File: config.mk
export PLATFORM = sky130hd
export DESIGN_NAME = fsic_io_serdes_tx
export DESIGN_NICKNAME = d
export VERILOG_FILES = /design/src/rtl/fsic_io_serdes_pkg.sv /design/src/rtl/fsic_clkgate.sv /design/src/rtl/fsic_io_serdes_tx.sv
export SDC_FILE = /design/constraint.sdc
export NUM_CORES = 1
export LEC_CHECK = 0
export BUFFER_PORTS_ARGS = -buffer_cell sky130_fd_sc_hd__buf_4
export CORE_AREA = 2 2 39 41
export DETAILED_ROUTE_END_ITERATION = 8
export DIE_AREA = 0 0 41 43
export MAX_ROUTING_LAYER = met4
export SYNTH_ARGS = -nofsm -noshare
export SYNTH_HDL_FRONTEND = slang
export SYNTH_SLANG_ARGS = --single-unit
File: constraint.sdc
create_clock -name ioclk -period 1.6 [get_ports ioclk]
set_input_delay 0.16 -clock ioclk [delete_from_list [all_inputs] [get_ports ioclk]]
set_output_delay 0.16 -clock ioclk [all_outputs]
set_load 0.1 [all_outputs]
File: src/rtl/fsic_io_serdes_pkg.sv
// Shared types and constants for the FSIC IO serializer (TX side).
package fsic_io_serdes_pkg;

  localparam int unsigned DEF_CLK_RATIO = 4;

  // PRBS7, x^7 + x^6 + 1: feedback taps on bits 6 and 5
  localparam logic [6:0] PRBS7_SEED = 7'h7F;
  localparam logic [6:0] PRBS7_TAPS = 7'h60;

  typedef enum logic [1:0] {
    ST_IDLE = 2'd0,
    ST_WAIT = 2'd1,
    ST_RUN  = 2'd2
  } tx_state_e;

  function automatic logic [6:0] prbs7_next(input logic [6:0] s);
    return {s[5:0], ^(s & PRBS7_TAPS)};
  endfunction

endpackage

File: src/rtl/fsic_clkgate.sv
// Glitch-free clock gate: enable captured on the falling edge, ANDed with clk.
module fsic_clkgate (
  input  logic clk,
  input  logic rst_n,
  input  logic en,
  output logic gclk
);

  logic en_q;

  // en_q only moves while clk is low, so the AND cannot chop a high phase
  always_ff @(negedge clk or negedge rst_n) begin
    if (!rst_n) en_q <= 1'b0;
    else        en_q <= en;
  end

  assign gclk = clk & en_q;

endmodule

File: src/rtl/fsic_io_serdes_tx.sv
// Parallel-to-serial TX lane, LSB first, with forwarded gated ioclk.
// Optional PRBS7 test pattern under macro FSIC_SERDES_TX_PRBS_EN (adds txprbs_en).
module fsic_io_serdes_tx
  import fsic_io_serdes_pkg::*;
#(
  parameter int pCLK_RATIO = DEF_CLK_RATIO
) (
  input  logic                  ioclk,
  input  logic                  axis_rst_n,
  input  logic                  txen,
  input  logic [pCLK_RATIO-1:0] txdata_in,
  input  logic                  txdata_in_valid,
`ifdef FSIC_SERDES_TX_PRBS_EN
  input  logic                  txprbs_en,
`endif
  output logic                  Serial_Data_out,
  output logic                  txclk_out,
  output logic                  tx_active
);

  localparam int PW = (pCLK_RATIO > 2) ? $clog2(pCLK_RATIO) : 1;

  logic [PW-1:0]         phase;
  logic                  load_edge;
  tx_state_e             state;
  logic [pCLK_RATIO-1:0] sr;
  logic                  sdo_q;
  logic                  ser_bit;

  assign load_edge = (phase == PW'(pCLK_RATIO - 1));

  // free-running; power-of-two ratio lets it wrap naturally
  always_ff @(posedge ioclk or negedge axis_rst_n) begin
    if (!axis_rst_n) phase <= '0;
    else             phase <= phase + PW'(1);
  end

`ifdef FSIC_SERDES_TX_PRBS_EN
  logic [6:0] lfsr;

  always_ff @(posedge ioclk or negedge axis_rst_n) begin
    if (!axis_rst_n)                        lfsr <= PRBS7_SEED;
    else if (state == ST_RUN && txprbs_en)  lfsr <= prbs7_next(lfsr);
    else                                    lfsr <= PRBS7_SEED;
  end

  assign ser_bit = txprbs_en ? lfsr[6] : sr[0];
`else
  assign ser_bit = sr[0];
`endif

  // sdo_q retimes the data so each bit lines up with one txclk_out pulse
  always_ff @(posedge ioclk or negedge axis_rst_n) begin
    if (!axis_rst_n) begin
      state <= ST_IDLE;
      sr    <= '0;
      sdo_q <= 1'b0;
    end else begin
      sdo_q <= (state == ST_RUN) ? ser_bit : 1'b0;
      if (!txen) begin
        state <= ST_IDLE;
        sr    <= '0;
      end else begin
        case (state)
          ST_IDLE: state <= ST_WAIT;
          ST_WAIT: if (load_edge && txdata_in_valid) begin
            state <= ST_RUN;
            sr    <= txdata_in;
          end
          ST_RUN: begin
            if (load_edge) sr <= txdata_in_valid ? txdata_in : '0;
            else           sr <= sr >> 1;
          end
          default: state <= ST_IDLE;
        endcase
      end
    end
  end

  assign tx_active       = (state == ST_RUN);
  assign Serial_Data_out = sdo_q & tx_active;

  fsic_clkgate u_clkgate (
    .clk   (ioclk),
    .rst_n (axis_rst_n),
    .en    (tx_active),
    .gclk  (txclk_out)
  );

endmodule

Yosys cells after proc, flatten, opt, wreduce, memory -nomap -nowiden --
Index checks and enable logic that the tools add are counted. W data, S select, Z words.
Operators by class: $add $sub $neg 1, eq/ne operators 6, mux-type cells 9, bitwise gates (word level) 2, reductions and logical operators 4
Operator list (count):
- $mux W4 | 4
- $pmux W4 S2 | 1
- $pmux W2 S3 | 1
- $eq A2 B2 Y1 const B | 2
- $mux W2 | 2
- $reduce_and A2 Y1 | 2
- $ne A3 B1 Y1 const B | 1
- $ne A3 B3 Y1 const B | 1
- $add A2 B1 Y2 const B | 1
- $and A1 B1 Y1 | 2
- $eq A2 B1 Y1 const B | 1
- $logic_not A2 Y1 | 1
- $ne A2 B2 Y1 const B | 1
- $logic_and A1 B1 Y1 | 1
- $mux W1 | 1
Storage, ports and cells: bits in registers 10, output and inout port bits 3, word-level logic and storage cells 27

Logic depth before layout (Yosys ltp) --
Gate-level depths: netlist of the first run.
depth in word-level cells 5, depth in mapped cells 4

By module --
A second synthesis of the first run with hierarchy kept.
Second synthesis, totals: cells, all modules 42, area total of the unflattened synthesis 465.4 um2
Modules (own cells, without submodules):
- fsic_io_serdes_tx | instances 1, cells an instance 40, area an instance 434.2 um2, seq. area each 225.2 um2
- fsic_clkgate | instances 1, cells an instance 2, area an instance 31.3 um2, seq. area each 25.0 um2

==> results of run 1 <==
[metal layers]
metal / part of all wire [%] / vias up / GRT usage [%] / wire (um)
met2: 44 / 15 / 16.6 / 431
met1: 44 / 184 / 19.5 / 431
li1: - / 194 / - / -
met3: 9.4 / 6 / 16.2 / 93
met4: 3.4 / 0 / 15.3 / 34
met5: 0 / - / - / 0
[cells by family after synthesis]
family | after synthesis
compound gates | 9
fa+ha+maj | 1
buf+inv | 4
flops | 10
mux | 1
simple gates | 17
[cells in the mapped netlist]
cell type	instances	area [um^2]
or2_4	1	8.76
nand3_1	1	5.00
nand2b_2	1	8.76
mux2i_1	1	10.0
and2_1	5	31.3
and4b_4	1	13.8
a311oi_1	2	17.5
a211oi_1	1	7.51
nand3b_1	1	7.51
a21oi_1	1	5.00
dfrtn_1	1	25.0
inv_2	1	3.75
inv_1	3	11.3
nand2_1	3	11.3
ha_1	1	12.5
o21ai_0	3	15.0
nor3b_1	1	7.51
a221oi_1	1	8.76
a311oi_2	1	15.0
dfrtp_1	9	225
nor3_1	3	15.0
[registers in the layout (all words and copies together) (netlist names)]
name / count
sdo_q: 1
sr: 4
phase: 2
u_clkgate.en_q: 1
state: 2
[area by class of cell]
cell class	count	area, um^2	share of cell area [%]
flip-flops and latches	10	250	37.1
well taps	16	20.0	2.97
clock buffers	8	68.8	10.2
multi-input cells	28	209	31.0
inverters	4	22.5	3.34
repair buffers	13	104	15.4
[critical path: cells and delay by family, from the launching register on]
family	cells	cell delay, ps
buf+inv	1	170
simple gates	1	140
flops	1	380
[placed cells by master, fill, tap and decap left out, drive strengths merged, types with 3 or more instances in the layout]
| cell type | netlist | routed |
|---|---|---|
| a311oi | 3 | 3 |
| clkbuf | 0 | 7 |
| dfrtp | 9 | 9 |
| buf | 0 | 13 |
| and2 | 5 | 5 |
| nor3 | 3 | 3 |
| inv | 4 | 4 |
| o21ai | 3 | 3 |
| nand2 | 3 | 3 |
[worst max path at each step]
stage | startpoint | to | slack, ps | cells past startpoint
6_report | u_clkgate.en_q$_DFF_NN0_ | txclk_out | -440 | 2
5_1_grt | u_clkgate.en_q$_DFF_NN0_ | txclk_out | -470 | 2
4_1_cts | u_clkgate.en_q$_DFF_NN0_ | txclk_out | -450 | 2
3_5_place_dp | u_clkgate.en_q$_DFF_NN0_ | txclk_out | -110 | 2
3_3_place_gp | u_clkgate.en_q$_DFF_NN0_ | txclk_out | -110 | 2
2_1_floorplan | u_clkgate.en_q$_DFF_NN0_ | txclk_out | -40 | 1
[power by group through the flow]
stage                clock, W  sequential (W)  combinational, W
finish               0.000319        0.000266         0.0000503
global route         0.000355        0.000267         0.0000568
CTS                  0.000336        0.000266         0.0000511
detailed placement  0.0000256        0.000271         0.0000491
global placement    0.0000256        0.000271         0.0000489
floorplan           0.0000223        0.000271         0.0000208
[stage by stage]
step / std cells / TNS, ps
final: 79 / -440
after global routing: 79 / -474
after CTS: 79 / -447
after detailed placement: 71 / -113
after global placement: 71 / -114
after floorplan: 42 / -75.3
[what timing repair did]
action                     4_1_cts  5_1_grt
hold buffers                     1        0
setup endpoints to repair        2        3
hold endpoints to repair         9        0
gates resized for setup          3        1
==> flow_summary.toml, run 1 <==
[status]
status = "complete, but fails checks"
violations = "negative setup slack"

[final_layout]
drive_above_1_share_pct = 41.3
finish.utilization_pct = 48.7
design_area_um2 = 674
final_nets = 73
diodes = 0
syn2layout_area_growth_pct = 44.9
fillCellCount = 135

[critical_path]
cp-end-kind = "primary output"
arrival_ps = 1880
reg2reg_slack_ps = 100
worstReg2RegEnd = "u_clkgate.en_q$_DFF_NN0_"
worst_setup_path_start_kind = "flop"
r2r_cells = 2
cpPeakStageDelay_ps = 380
cp.required_ps = 1440
criticalPathCategory = "reg -> out"
rr_startpoint = "state[1]$_DFFE_PN0P_"
slowest_stage = "dfrtn_1"
path_cells = "and2_4, buf_12"
crit_fanout = 1

[synth]
ys_warn_count = 0
syn_nets = 51
synth_xor_area_share_pct = 0
synth_compound_area_share_pct = 14.8
seq_area_frac_synth_pct = 53.8
synth.ff_latch_count = 10
syn_area_um2 = 465
yosysUniqueCellTypes = 21
synth.area.mux_share_pct = 2.15
synthAdderAreaFrac_pct = 2.69
avgSynthCellArea_um2 = 11.1
synth-simple-area-share_pct = 23.4
synth_cells = 42
synth_top_family_by_area = "simple AND/OR/NAND/NOR gates"

[place]
port_buffers = 10
hpwl_um = 672
dp_worst_setup_slack_ps = -113
place_area_um2 = 599
place_congestion = 0.798

[route]
avgRoutedWirePerCell_um = 12.5
remaining_drc_errors = 0
drt_iter0_markers = 19
drt-pass1-iter-count = 4
vias_per_cell = 5.05
drt-total-wl_um = 990
vias = 399
ant_nets = 0

[cts]
cts_tree = "built"
postCtsSetupBuffers = 0
clk_latency_ps = 380
clk_pin_slew_ps = 60

[timing]
final.setup_skew_ps = 15.7
tightestPinTransition_ps = 263
finalSetupViolations = 2
drv_slew = 0
rsz0062_at_grt = "yes"
slew_headroom_pct = 82.3
hold_ws_ps = 30.1
setup_ws_ps = -440
hold_viol_final = 0

[pwr]
peakVddDrop_v = 0.000395
power_density_nw_per_um2 = 941
p_seq_share_pct = 41.9
combPwrFrac_pct = 7.9
p_switching_w = 0.000156
total_power_w = 0.000635
netSwitchingFraction_pct = 24.5
p_int_w = 0.000479
clkPwrFrac_pct = 50.2
p_leak_nw = 0.322

[grt]
grt_usage_pct = 17.2
grt_pass1_wl_um = 1700
antenna_found_initial = 0
grt_max_degree = 11
overflow = 0
grt_pass1_vias = 423

[run]
maxCapViolCount = 0

[die]
chipHeight_um = 43
dieArea_um2 = 1760
coreArea_um2 = 1380
rows = 14
chipWidth_um = 41
pin_count = 11
initial_core_util_pct = 33.6

[worst_hold_path]
min-delay-start = "txen"
hp-class = "in -> reg"
holdPathStages = 2
holdPathEnd = "state[1]$_DFFE_PN0P_"
Power figures use the tool's default switching activity.
==> inputs of run 2 (changes only) <==
==> constraint.sdc (replaced) <==
create_clock -name ioclk -period 1.75 [get_ports ioclk]
set_input_delay 0.175 -clock ioclk [delete_from_list [all_inputs] [get_ports ioclk]]
set_output_delay 0.175 -clock ioclk [all_outputs]
set_load 0.1 [all_outputs]
==> run 2 against run 1 <==
The run still ends with negative setup slack left. Non-clock buffer count is 1 lower. Design area down 1.3%. First-iteration DRC count is 74% lower. Sequential share of layout area grew 0.49 points. Critical path type unchanged. Largest cell class unchanged.
==> flow_summary.toml, run 2 (synthesis gave the netlist of run 1 again) <==
[grt]
antenna_found_initial = 0
met2_usage_pct = 14.1
overflow = 0
grt_max_degree = 11
grt_usage_pct = 15.8
grt_pass1_vias = 391
use_met3_pct = 13.1
grt_util_met1_pct = 18.3
grt-busiest-layer = "met1"
grt_pass1_wl_um = 1560

[pwr]
combPwrFrac_pct = 7.1
clkPwrFrac_pct = 53.7
p_leak_nw = 0.316
p_switching_w = 0.000145
peakVddDrop_v = 0.000430
p_int_w = 0.000475
power_density_nw_per_um2 = 931
p_seq_share_pct = 39.2
netSwitchingFraction_pct = 23.4

[timing]
slew_headroom_pct = 70.0
finalSetupViolations = 2
setup_ws_ps = -372
tightestPinTransition_ps = 450
final.setup_skew_ps = 12.8
rsz0062_at_grt = "yes"
hold_viol_final = 0
drv_slew = 0

[place]
place_congestion = 0.779
dp_worst_setup_slack_ps = -57.1
dp_cells = 70
hpwl_um = 631
port_buffers = 10

[route]
drt-pass1-iter-count = 4
drt_iter0_markers = 5
drt-total-wl_um = 905
remaining_drc_errors = 0
ant_nets = 0
vias_per_cell = 5.17
avgRoutedWirePerCell_um = 11.6
vias = 403

[cts]
clk_latency_ps = 390
postCtsSetupBuffers = 0
clk_pin_slew_ps = 70
cts_tree = "built"

[status]
status = "complete, but fails checks"
violations = "negative setup slack"

[final_layout]
final_nets = 72
ff_latch_area_um2 = 250
final_cells = 78
drive_above_1_share_pct = 41.9
final_common_cell = "buf_4"
syn2layout_area_growth_pct = 43.0
reg_top3 = "sr x4, phase x2, state x2"
fillCellCount = 132
diodes = 0
finish.utilization_pct = 48.1
multi_input_area_um2 = 204
regMostFlops = "sr"
largest_reg_flops = 4
layout_common_cells = "11 x buf_4, 9 x dfrtp_1, 6 x clkbuf_4"

[critical_path]
cp.required_ps = 1570
cpPeakStageDelay_ps = 380
startpoint = "u_clkgate.en_q$_DFF_NN0_"
crit_fanout = 1
worst_setup_path_start_kind = "flop"
path_cells = "and2_4, buf_12"
arrival_ps = 1950
slowest_stage = "dfrtn_1"
rr_startpoint = "state[1]$_DFFE_PN0P_"
criticalPathCategory = "reg -> out"
cp-end-kind = "primary output"

[die]
chipHeight_um = 43
initial_core_util_pct = 33.6
rows = 14
chipWidth_um = 41
dieArea_um2 = 1760
coreArea_um2 = 1380
pin_count = 11

[worst_hold_path]
hp-class = "in -> reg"
min-delay-start = "txen"

[run]
maxCapViolCount = 0
[run 2: what timing repair did]
action | CTS | global route
hold buffers | 1 | 0
setup endpoints to repair | 2 | 2
resized for setup | 3 | 0
pin swaps | 0 | 0
endpoints found under the hold margin | 9 | 0
[run 2: path summary, 6_finish.rpt]
kind | end | slack, ps | depth (start not counted)
worst max-delay path | txclk_out | -370 | 2
worst min-delay path | state[1]$_DFFE_PN0P_ | 10 | 2
worst max register to register | u_clkgate.en_q$_DFF_NN0_ | 160 | 2
worst min register to register | phase[0]$_DFF_PN0_ | 430 | 1
max in group asynchronous | u_clkgate.en_q$_DFF_NN0_ | 670 | 2
min in group asynchronous | phase[0]$_DFF_PN0_ | 160 | 2
[run 2: power groups by stage]
stage	Sequential [W]	Clock, W	Combinational [W]
2_1_floorplan	0.000248	0.0000204	0.0000180
3_3_place_gp	0.000247	0.0000234	0.0000430
3_5_place_dp	0.000247	0.0000234	0.0000430
4_1_cts	0.000243	0.000347	0.0000449
5_1_grt	0.000244	0.000367	0.0000495
6_report	0.000243	0.000333	0.0000443
[run 2: through the flow]
stage / total power, W / hold WS, ps / TNS, ps / instance area (um^2)
global route: 0.000660 / 18.0 / -411 / 666
global placement: 0.000313 / 10.8 / -53.3 / 584
detailed placement: 0.000313 / 10.6 / -57.1 / 584
floorplan: 0.000286 / -121 / 0 / 474
CTS: 0.000635 / 2.14 / -387 / 666
finish: 0.000620 / 13.8 / -372 / 666
[run 2: area by class of cell]
cell class | instances | area share [%]
flip-flops and latches | 10 | 37.6
repair buffers | 12 | 13.9
clock buffers | 8 | 11.8
multi-input cells | 28 | 30.6
well taps | 16 | 3.01
inverters | 4 | 3.01
[run 2: critical path, delay by kind of cell (launching register included)]
kind | cells | cell delay [ps]
flip-flops | 1 | 380
buffers and inverters | 1 | 160
AND/OR/NAND/NOR | 1 | 140
[run 2: routing by layer]
layer / wire length (um) / up-vias / share of wire, %
li1: - / 193 / -
met1: 394 / 184 / 44
met2: 391 / 21 / 43
met3: 101 / 5 / 11
met4: 17 / 0 / 1.9
met5: 0 / - / 0
==> inputs of run 3 (changes only) <==
==> constraint.sdc (replaced) <==
create_clock -name ioclk -period 2.4 [get_ports ioclk]
set_input_delay 0.24 -clock ioclk [delete_from_list [all_inputs] [get_ports ioclk]]
set_output_delay 0.24 -clock ioclk [all_outputs]
set_load 0.1 [all_outputs]
==> run 3 against run 2 <==
The run still ends with negative setup slack left. Design area shrank 4.7%. Clock skew fell by 0.61 ps. Die area is the same. Clock power decreased by 35%. Worst setup slack improved by 250 ps. Non-clock buffer count decreased by 2. Hold slack improved by 60 ps. Total power shrank 31%.
==> flow_summary.toml, run 3 (synthesis gave the netlist of run 1 again) <==
[final_layout]
fillCellCount = 135
reg_top3 = "sr x4, phase x2, state x2"
drive_above_1_share_pct = 36.7
largest_reg_flops = 4
layout_common_cells = "9 x buf_4, 9 x dfrtp_1, 6 x clkbuf_4, 4 x and2_1"
design_area_um2 = 634
final_nets = 70
regMostFlops = "sr"
diodes = 0
syn2layout_area_growth_pct = 36.3

[critical_path]
worst_setup_path_start_kind = "flop"
rr_startpoint = "state[0]$_DFFE_PN0P_"
crit_fanout = 1
reg2reg_slack_ps = 370
arrival_ps = 2280
r2r_cells = 2
cp.required_ps = 2160
cp-end-kind = "primary output"
criticalPathCategory = "reg -> out"
worstReg2RegEnd = "u_clkgate.en_q$_DFF_NN0_"

[grt]
antenna_found_initial = 0
overflow = 0
grt_pass1_wl_um = 1620
grt_usage_pct = 15.5
grt_pass1_vias = 412
grt_max_degree = 11

[timing]
final.setup_skew_ps = 12.2
finalSetupViolations = 2
rsz0062_at_grt = "yes"
slew_headroom_pct = 72.9
tightestPinTransition_ps = 406
setup_ws_ps = -125
hold_viol_final = 0
drv_slew = 0

[place]
hpwl_um = 654
place_congestion = 0.751
dp_worst_setup_slack_ps = 212
place_area_um2 = 562
port_buffers = 10

[worst_hold_path]
holdPathEnd = "state[1]$_DFFE_PN0P_"
holdPathStages = 2
min-delay-start = "txen"
hp-class = "in -> reg"

[pwr]
peakVddDrop_v = 0.000195
p_leak_nw = 0.300
power_density_nw_per_um2 = 672

[die]
chipHeight_um = 43
initial_core_util_pct = 33.6
coreArea_um2 = 1380
chipWidth_um = 41
dieArea_um2 = 1760
rows = 14
pin_count = 11

[status]
violations = "negative setup slack"
status = "complete, but fails checks"

[route]
vias = 386
remaining_drc_errors = 0
drt-pass1-iter-count = 4
ant_nets = 0
drt-total-wl_um = 988
vias_per_cell = 5.08
drt_iter0_markers = 28
avgRoutedWirePerCell_um = 13.0

[cts]
clk_pin_slew_ps = 70
cts_tree = "built"
clk_latency_ps = 400

[run]
maxCapViolCount = 0
[run 3: metal layers]
metal	GRT usage, %	share of wire, %	up-vias
li1	-	-	189
met1	17.5	46	177
met2	18.4	45	16
met3	6.28	5.2	4
met4	16.7	3.6	0
met5	-	0	-
[run 3: repair_timing]
item	4_1_cts	5_1_grt
hold endpoints to repair	9	0
endpoints found under the setup margin	2	2
hold buffers	1	0
gates resized for setup	4	0
buffers inserted	0	0
[run 3: through the flow]
step	hold slack (ps)	TNS (ps)	total power, W	std cells	util, %
global route	66.9	-181	0.000451	76	45.8
floorplan	-55.6	0	0.000207	42	-
CTS	67.9	-137	0.000435	76	45.8
global placement	77.4	0	0.000226	68	40.6
detailed placement	76.0	0	0.000226	68	40.6
finish	73.6	-125	0.000426	76	45.8
[run 3: report_power, final]
| part | switching (W) | internal, W | total [W] |
|---|---|---|---|
| Sequential | 0.00000486 | 0.000174 | 0.000179 |
| Combinational | 0.0000139 | 0.0000150 | 0.0000290 |
| Clock | 0.0000907 | 0.000128 | 0.000218 |
[run 3: cell type report]
type / count / area, um^2 / share of cell area [%]
well taps: 16 / 20.0 / 3.16
multi-input cells: 28 / 203 / 32.0
inverters: 4 / 15.0 / 2.37
flip-flops and latches: 10 / 250 / 39.4
repair buffers: 10 / 77.6 / 12.2
clock buffers: 8 / 68.8 / 10.8
[run 3: worst max-delay path, stage by stage, from the launching register on]
cell and delay (ps):
dfrtn_1 380, and2_4 140, buf_12 160
[run 3: how the worst max path moves through the flow]
stage / start / depth (start not counted) / to
2_1_floorplan: state[0]$_DFFE_PN0P_ / 2 / u_clkgate.en_q$_DFF_NN0_
3_3_place_gp: u_clkgate.en_q$_DFF_NN0_ / 2 / txclk_out
3_5_place_dp: u_clkgate.en_q$_DFF_NN0_ / 2 / txclk_out
4_1_cts: u_clkgate.en_q$_DFF_NN0_ / 2 / txclk_out
5_1_grt: u_clkgate.en_q$_DFF_NN0_ / 2 / txclk_out
6_report: u_clkgate.en_q$_DFF_NN0_ / 2 / txclk_out
